## config.mk

```make
export PLATFORM = sky130hd
export DESIGN_NAME = sdram_init_monitor
export DESIGN_NICKNAME = d
export VERILOG_FILES = /design/src/rtl/sdram_init_monitor_pkg.sv /design/src/rtl/sdram_init_monitor_cmd_decode.sv /design/src/rtl/sdram_init_monitor.sv
export SDC_FILE = /design/constraint.sdc
export NUM_CORES = 1
export LEC_CHECK = 0
export ABC_AREA = 1
export CAP_MARGIN = 40
export CORE_AREA = 2 2 69 58
export CTS_BUF_LIST = sky130_fd_sc_hd__clkbuf_8
export DETAILED_ROUTE_END_ITERATION = 16
export DIE_AREA = 0 0 71 60
export PLACE_DENSITY_LB_ADDON = 0.3
export SETUP_SLACK_MARGIN = 0.4
export SLEW_MARGIN = 20
export SYNTH_ARGS = -nofsm -noshare
export SYNTH_HDL_FRONTEND = slang
export SYNTH_HIERARCHICAL = 1
export SYNTH_SLANG_ARGS = --single-unit
```

## constraint.sdc

```tcl
create_clock -name sys_clk -period 2.5 [get_ports sys_clk]
set_input_delay 0.625 -clock sys_clk [delete_from_list [all_inputs] [get_ports sys_clk]]
set_output_delay 0.625 -clock sys_clk [all_outputs]
set_load 0.05 [all_outputs]
```

## src/rtl/sdram_init_monitor_pkg.sv

```systemverilog
`default_nettype none
// ============================================================================
// Module   : sdram_init_monitor_pkg
// Purpose  : Shared command encodings, one-hot command indices, FSM states,
//            violation codes and the mode-word legality check.
// Revision : 1.0  initial release
// ============================================================================
package sdram_init_monitor_pkg;

  // {cs_n, ras_n, cas_n, we_n}
  localparam logic [3:0] CMD_MRS  = 4'b0000;
  localparam logic [3:0] CMD_AREF = 4'b0001;
  localparam logic [3:0] CMD_PRE  = 4'b0010;
  localparam logic [3:0] CMD_ACT  = 4'b0011;
  localparam logic [3:0] CMD_WR   = 4'b0100;
  localparam logic [3:0] CMD_RD   = 4'b0101;
  localparam logic [3:0] CMD_BST  = 4'b0110;
  localparam logic [3:0] CMD_NOP  = 4'b0111;

  localparam int CMD_TYPES = 8;

  typedef enum logic [2:0] {
    CT_NOP  = 3'd0,
    CT_PRE  = 3'd1,
    CT_AREF = 3'd2,
    CT_MRS  = 3'd3,
    CT_ACT  = 3'd4,
    CT_RD   = 3'd5,
    CT_WR   = 3'd6,
    CT_BST  = 3'd7
  } cmd_type_e;

  typedef enum logic [2:0] {
    ST_WAIT_PWR      = 3'd0,
    ST_WAIT_PRE_DONE = 3'd1,
    ST_AREF_PHASE    = 3'd2,
    ST_WAIT_MRD      = 3'd3,
    ST_DONE          = 3'd4,
    ST_ERROR         = 3'd5
  } state_e;

  localparam logic [2:0] ERR_NONE  = 3'd0;
  localparam logic [2:0] ERR_PWR   = 3'd1;
  localparam logic [2:0] ERR_A10   = 3'd2;
  localparam logic [2:0] ERR_TRP   = 3'd3;
  localparam logic [2:0] ERR_TRFC  = 3'd4;
  localparam logic [2:0] ERR_ORDER = 3'd5;
  localparam logic [2:0] ERR_TMRD  = 3'd6;
  localparam logic [2:0] ERR_MODE  = 3'd7;

  // Only CAS latency 2/3 is supported; burst codes 4..6 are reserved.
  function automatic logic mode_word_bad(input logic [2:0] cl, input logic [2:0] bl);
    return !((cl == 3'd2) || (cl == 3'd3)) || ((bl >= 3'd4) && (bl <= 3'd6));
  endfunction

endpackage
`default_nettype wire

```

## src/rtl/sdram_init_monitor_cmd_decode.sv

```systemverilog
`default_nettype none
// ============================================================================
// Module   : sdram_init_monitor_cmd_decode
// Purpose  : Combinational SDRAM command decode to a one-hot command type.
// Revision : 1.0  initial release
// ============================================================================
module sdram_init_monitor_cmd_decode
  import sdram_init_monitor_pkg::*;
(
  input  logic [3:0]           cmd,
  output logic [CMD_TYPES-1:0] cmd_oh
);

  always_comb begin
    cmd_oh = '0;
    case (cmd)
      CMD_NOP:  cmd_oh[CT_NOP]  = 1'b1;
      CMD_PRE:  cmd_oh[CT_PRE]  = 1'b1;
      CMD_AREF: cmd_oh[CT_AREF] = 1'b1;
      CMD_MRS:  cmd_oh[CT_MRS]  = 1'b1;
      CMD_ACT:  cmd_oh[CT_ACT]  = 1'b1;
      CMD_RD:   cmd_oh[CT_RD]   = 1'b1;
      CMD_WR:   cmd_oh[CT_WR]   = 1'b1;
      CMD_BST:  cmd_oh[CT_BST]  = 1'b1;
      default:  cmd_oh[CT_NOP]  = 1'b1;  // cs_n high: deselect behaves as NOP
    endcase
  end

endmodule
`default_nettype wire

```

## src/rtl/sdram_init_monitor.sv

```systemverilog
`default_nettype none
// ============================================================================
// Module   : sdram_init_monitor
// Purpose  : Passive checker of the SDRAM power-up init sequence; flags the
//            first violation and latches the mode register.
//            Define SDRAM_INIT_MON_TIMING_EN to enable gap/power timing checks.
// Revision : 1.0  initial release
// ============================================================================
module sdram_init_monitor
  import sdram_init_monitor_pkg::*;
#(
  parameter int T_POWER  = 20000,
  parameter int T_RP     = 2,
  parameter int T_RFC    = 7,
  parameter int T_MRD    = 3,
  parameter int AREF_NUM = 8
) (
  input  logic        sys_clk,
  input  logic        sys_rst,
  input  logic [3:0]  cmd,
  input  logic [1:0]  ba,
  input  logic [12:0] addr,
  output logic        init_done,
  output logic        err,
  output logic [2:0]  err_code,
  output logic [12:0] mode_reg,
  output logic [2:0]  cas_lat,
  output logic [2:0]  burst_len,
  output logic [3:0]  aref_cnt
);

  logic [CMD_TYPES-1:0] cmd_oh;
  logic                 non_nop;
  logic                 pwr_ok, rp_ok, rfc_ok, mrd_ok;

  sdram_init_monitor_cmd_decode u_decode (
    .cmd    (cmd),
    .cmd_oh (cmd_oh)
  );

  assign non_nop = ~cmd_oh[CT_NOP];

  logic unused_inputs;
  assign unused_inputs = ^{ba, cmd_oh[7:4]};

`ifdef SDRAM_INIT_MON_TIMING_EN
  localparam int GAP_MAX = ((T_POWER > T_RFC) ? T_POWER : T_RFC) + 1;
  localparam int GW      = $clog2(GAP_MAX + 1);
  localparam logic [GW-1:0] GAP_SAT   = GW'(GAP_MAX);
  localparam logic [GW-1:0] GAP_POWER = GW'(T_POWER);
  localparam logic [GW-1:0] GAP_RP    = GW'(T_RP);
  localparam logic [GW-1:0] GAP_RFC   = GW'(T_RFC);
  localparam logic [GW-1:0] GAP_MRD   = GW'(T_MRD);

  // Edges since the last command (or since reset, which doubles as the power-up timer)
  logic [GW-1:0] gap_q, gap_d;

  always_comb begin
    gap_d = gap_q;
    if (non_nop) begin
      gap_d = GW'(1);
    end else if (gap_q != GAP_SAT) begin
      gap_d = gap_q + GW'(1);
    end
  end

  always_ff @(posedge sys_clk) begin
    if (sys_rst) gap_q <= '0;
    else         gap_q <= gap_d;
  end

  assign pwr_ok = (gap_q >= GAP_POWER);
  assign rp_ok  = (gap_q >= GAP_RP);
  assign rfc_ok = (gap_q >= GAP_RFC);
  assign mrd_ok = (gap_q >= GAP_MRD);
`else
  localparam int unused_timing_params = T_POWER + T_RP + T_RFC + T_MRD;
  assign pwr_ok = 1'b1;
  assign rp_ok  = 1'b1;
  assign rfc_ok = 1'b1;
  assign mrd_ok = 1'b1;
`endif

  state_e      state_q, state_d;
  logic        err_q, err_d;
  logic [2:0]  err_code_q, err_code_d;
  logic        init_done_q, init_done_d;
  logic [12:0] mode_reg_q, mode_reg_d;
  logic [3:0]  aref_cnt_q, aref_cnt_d;
  logic        fail, aref_inc;
  logic [2:0]  fail_code;

  always_comb begin
    state_d     = state_q;
    err_d       = err_q;
    err_code_d  = err_code_q;
    init_done_d = init_done_q;
    mode_reg_d  = mode_reg_q;
    aref_cnt_d  = aref_cnt_q;
    fail        = 1'b0;
    fail_code   = ERR_NONE;
    aref_inc    = 1'b0;

    // Timing violations are tested first so they win over order errors
    case (state_q)
      ST_WAIT_PWR: begin
        if (non_nop) begin
          fail = 1'b1;
          if (!pwr_ok)                          fail_code = ERR_PWR;
          else if (cmd_oh[CT_PRE] && addr[10]) begin
            fail    = 1'b0;
            state_d = ST_WAIT_PRE_DONE;
          end
          else if (cmd_oh[CT_PRE])              fail_code = ERR_A10;
          else                                  fail_code = ERR_ORDER;
        end
      end
      ST_WAIT_PRE_DONE: begin
        if (non_nop) begin
          if (!rp_ok) begin
            fail      = 1'b1;
            fail_code = ERR_TRP;
          end else if (cmd_oh[CT_AREF]) begin
            aref_inc = 1'b1;
            state_d  = ST_AREF_PHASE;
          end else begin
            fail      = 1'b1;
            fail_code = ERR_ORDER;
          end
        end
      end
      ST_AREF_PHASE: begin
        if (non_nop) begin
          if (!rfc_ok) begin
            fail      = 1'b1;
            fail_code = ERR_TRFC;
          end else if (cmd_oh[CT_AREF]) begin
            aref_inc = 1'b1;
          end else if (cmd_oh[CT_MRS] && (int'(aref_cnt_q) >= AREF_NUM)) begin
            mode_reg_d = addr;
            if (mode_word_bad(addr[6:4], addr[2:0])) begin
              fail      = 1'b1;
              fail_code = ERR_MODE;
            end else begin
              state_d = ST_WAIT_MRD;
            end
          end else begin
            fail      = 1'b1;
            fail_code = ERR_ORDER;
          end
        end
      end
      ST_WAIT_MRD: begin
        if (non_nop && !mrd_ok) begin
          fail      = 1'b1;
          fail_code = ERR_TMRD;
        end else if (mrd_ok) begin
          state_d     = ST_DONE;
          init_done_d = 1'b1;
        end
      end
      ST_DONE, ST_ERROR: ;
      default: ;
    endcase

    if (aref_inc && (aref_cnt_q != 4'hF)) begin
      aref_cnt_d = aref_cnt_q + 4'd1;
    end

    if (fail) begin
      state_d    = ST_ERROR;
      err_d      = 1'b1;
      err_code_d = fail_code;
    end
  end

  always_ff @(posedge sys_clk) begin
    if (sys_rst) begin
      state_q     <= ST_WAIT_PWR;
      err_q       <= 1'b0;
      err_code_q  <= ERR_NONE;
      init_done_q <= 1'b0;
      mode_reg_q  <= '0;
      aref_cnt_q  <= '0;
    end else begin
      state_q     <= state_d;
      err_q       <= err_d;
      err_code_q  <= err_code_d;
      init_done_q <= init_done_d;
      mode_reg_q  <= mode_reg_d;
      aref_cnt_q  <= aref_cnt_d;
    end
  end

  assign init_done = init_done_q;
  assign err       = err_q;
  assign err_code  = err_code_q;
  assign mode_reg  = mode_reg_q;
  assign cas_lat   = mode_reg_q[6:4];
  assign burst_len = mode_reg_q[2:0];
  assign aref_cnt  = aref_cnt_q;

endmodule
`default_nettype wire
```

==> flow_summary_export.csv <==
group,metric,value,unit
clock_network,clk_latency,0.27,ns
setup_path,cp_cell_sequence,"clkdlybuf4s50_1",
setup_path,cp-start-kind,"flop",
logic_synthesis,synth_area,1190,um2
sta,tightest_slew,0.516,ns
setup_path,reg2reg_from,"aref_cnt[3]",
cells_and_area,final_common_cell,"nor2_1",
routing,vias_per_cell,4.38,
setup_path,critPathTopFamily,"buffers and inverters",
floorplan,die_h,60,um
setup_path,cp_max_fo,3,
routing,firstDrtPassIters,4,
clock_network,cts_setup_buffers,0,
clock_network,cts_buffers,3,
setup_path,cp_slowest_stage_delay,0.81,ns
routing,drtIter0Drc,19,
sta,fmax,0.489,GHz
routing,vias,1140,
sta,fin_worst_skew,0.00817,ns
floorplan,coreArea,3630,um2
setup_path,critPathKind,"flop to primary output",
placement,place.gp.congestion,0.792,
cells_and_area,nFillCells,376,
routing,routedWlPerCell,10.1,um
routing,drcViolationCount,0,
cells_and_area,final_cell_mix,"nor2_1 (36), clkdlybuf4s50_1 (31), nand2_1 (28)",
floorplan,start_util,32.8,%
logic_synthesis,avgSynthCellArea,6.83,um2
routing,postRouteWirelength,2.64,mm
cells_and_area,nNetsFinal,240,
cells_and_area,largest_reg_flops,13,
placement,portBuffers,46,
sta,setup_viol,0,
clock_network,cts_tree,"built",
setup_path,cp_num_buf_inv,1,
run,cap_viol_max_count,0,
setup_path,cp-end-kind,"primary output",
global_routing,antenna_found_initial,0,
cells_and_area,fin_util,47.8,%
pwr,power.total,0.000902,W
global_routing,grt-ovfl-total,0,
clock_network,cts_sinks,24,
floorplan,ios,49,
floorplan,rows,20,
logic_synthesis,synthCells,174,
logic_synthesis,synth_warnings,6,
setup_path,critPathSlowestCell,"clkdlybuf4s50_1",
cells_and_area,syn_to_final_growth,45.9,%
routing,ant_nets,0,
setup_path,cp-startpoint,"err_code[0]",
sta,fin_crit_sh,81.9,%
placement,hpwl,2.01,mm
global_routing,grt_pass1_wl,4.58,mm
sta,rsz0062_at_grt,"yes",
setup_path,reg2reg_depth,11,
sta,fin_crit,2.05,ns
global_routing,grt_max_degree,16,
min_path,hold_class,"flop to flop",
sta,hold_viol_final,0,
sta,setup_tns,0,ns
setup_path,worstPathRequired,1.88,ns
sta,slew-limit-headroom,65.5,%
floorplan,fp.dieW,71,um
pwr,ir_drop,434,uV
floorplan,dieArea,4260,um2
clock_network,cts_buffer_depth,2,
setup_path,r2r_setup_slack,1.23,ns
pwr,p_leak,0.972,nW
pwr,p_per_area,520,nW/um2
global_routing,grt_use_total,13.7,%
setup_path,cp_num_cells,1,
outcome,run_status,"finished, final reports clean",
clock_network,clkTransAtPathRegs,0.08,ns
cells_and_area,diodes,0,
global_routing,grt_pass1_vias,990,
cells_and_area,drive_above_1_share,10.6,%
setup_path,reg2reg_to,"state_q[0]",
clock_network,cts_max_level,1,
setup_path,worstSetupEndpoint,"err_code[0]",
logic_synthesis,syn-num-nets,197,
setup_path,worstPathArrival,1.42,ns
sta,finalMaxSlewViolations,0,
clock_network,root_buffer,"clkbuf_8",
## tightest hold or removal path, stage by stage, from the launching register on
cell and delay [ns]:
dfxtp_1 0.32, inv_1 0.05, a21oi_1 0.05
## metrics by stage
step / instance area, um2 / setup slack [ns] / cells / hold WS [ns]
after detailed placement: 1650 / 0.241 / 256 / 0.442
final: 1730 / 0.453 / 260 / 0.456
after CTS: 1700 / 0.414 / 260 / 0.457
after floorplan: 1190 / 0.835 / 174 / 0.504
after global placement: 1650 / 0.273 / 256 / 0.439
after global routing: 1730 / 0.391 / 260 / 0.516
## what timing repair did
| action | CTS | global route |
|---|---|---|
| resized for setup | 4 | 15 |
| endpoints found under the setup margin | 4 | 18 |
| hold buffers | 0 | 0 |
## layer usage
layer	track usage, %	wire, um	vias to the layer above
li1	-	-	622
met1	18.7	1300	485
met2	21.2	1160	31
met3	3.88	144	2
met4	4.04	27	0
met5	0	0	-
## power by group
part,switching [W],internal [W],total [W]
combinational,0.000136,0.0000885,0.000225
sequential,0.0000145,0.000400,0.000415
clock,0.000122,0.000141,0.000262
## worst min-delay path by stage
stage	to	from	cells after the start
after floorplan	init_done	state_q[1]	2
after global placement	init_done	init_done	2
after detailed placement	init_done	init_done	2
after CTS	init_done	init_done	2
after global routing	init_done	init_done	2
final	init_done	init_done	2
## final cells by class
class,instances,area (um2),area share (%)
clock buffers,4,55.1,3.17
inverters,23,88.8,5.12
multi-input cells,116,549,31.7
flip-flops and latches,24,480,27.7
well taps,44,55.1,3.17
repair buffers,49,505,29.1
No activity file was read; power rests on OpenSTA's default activity.
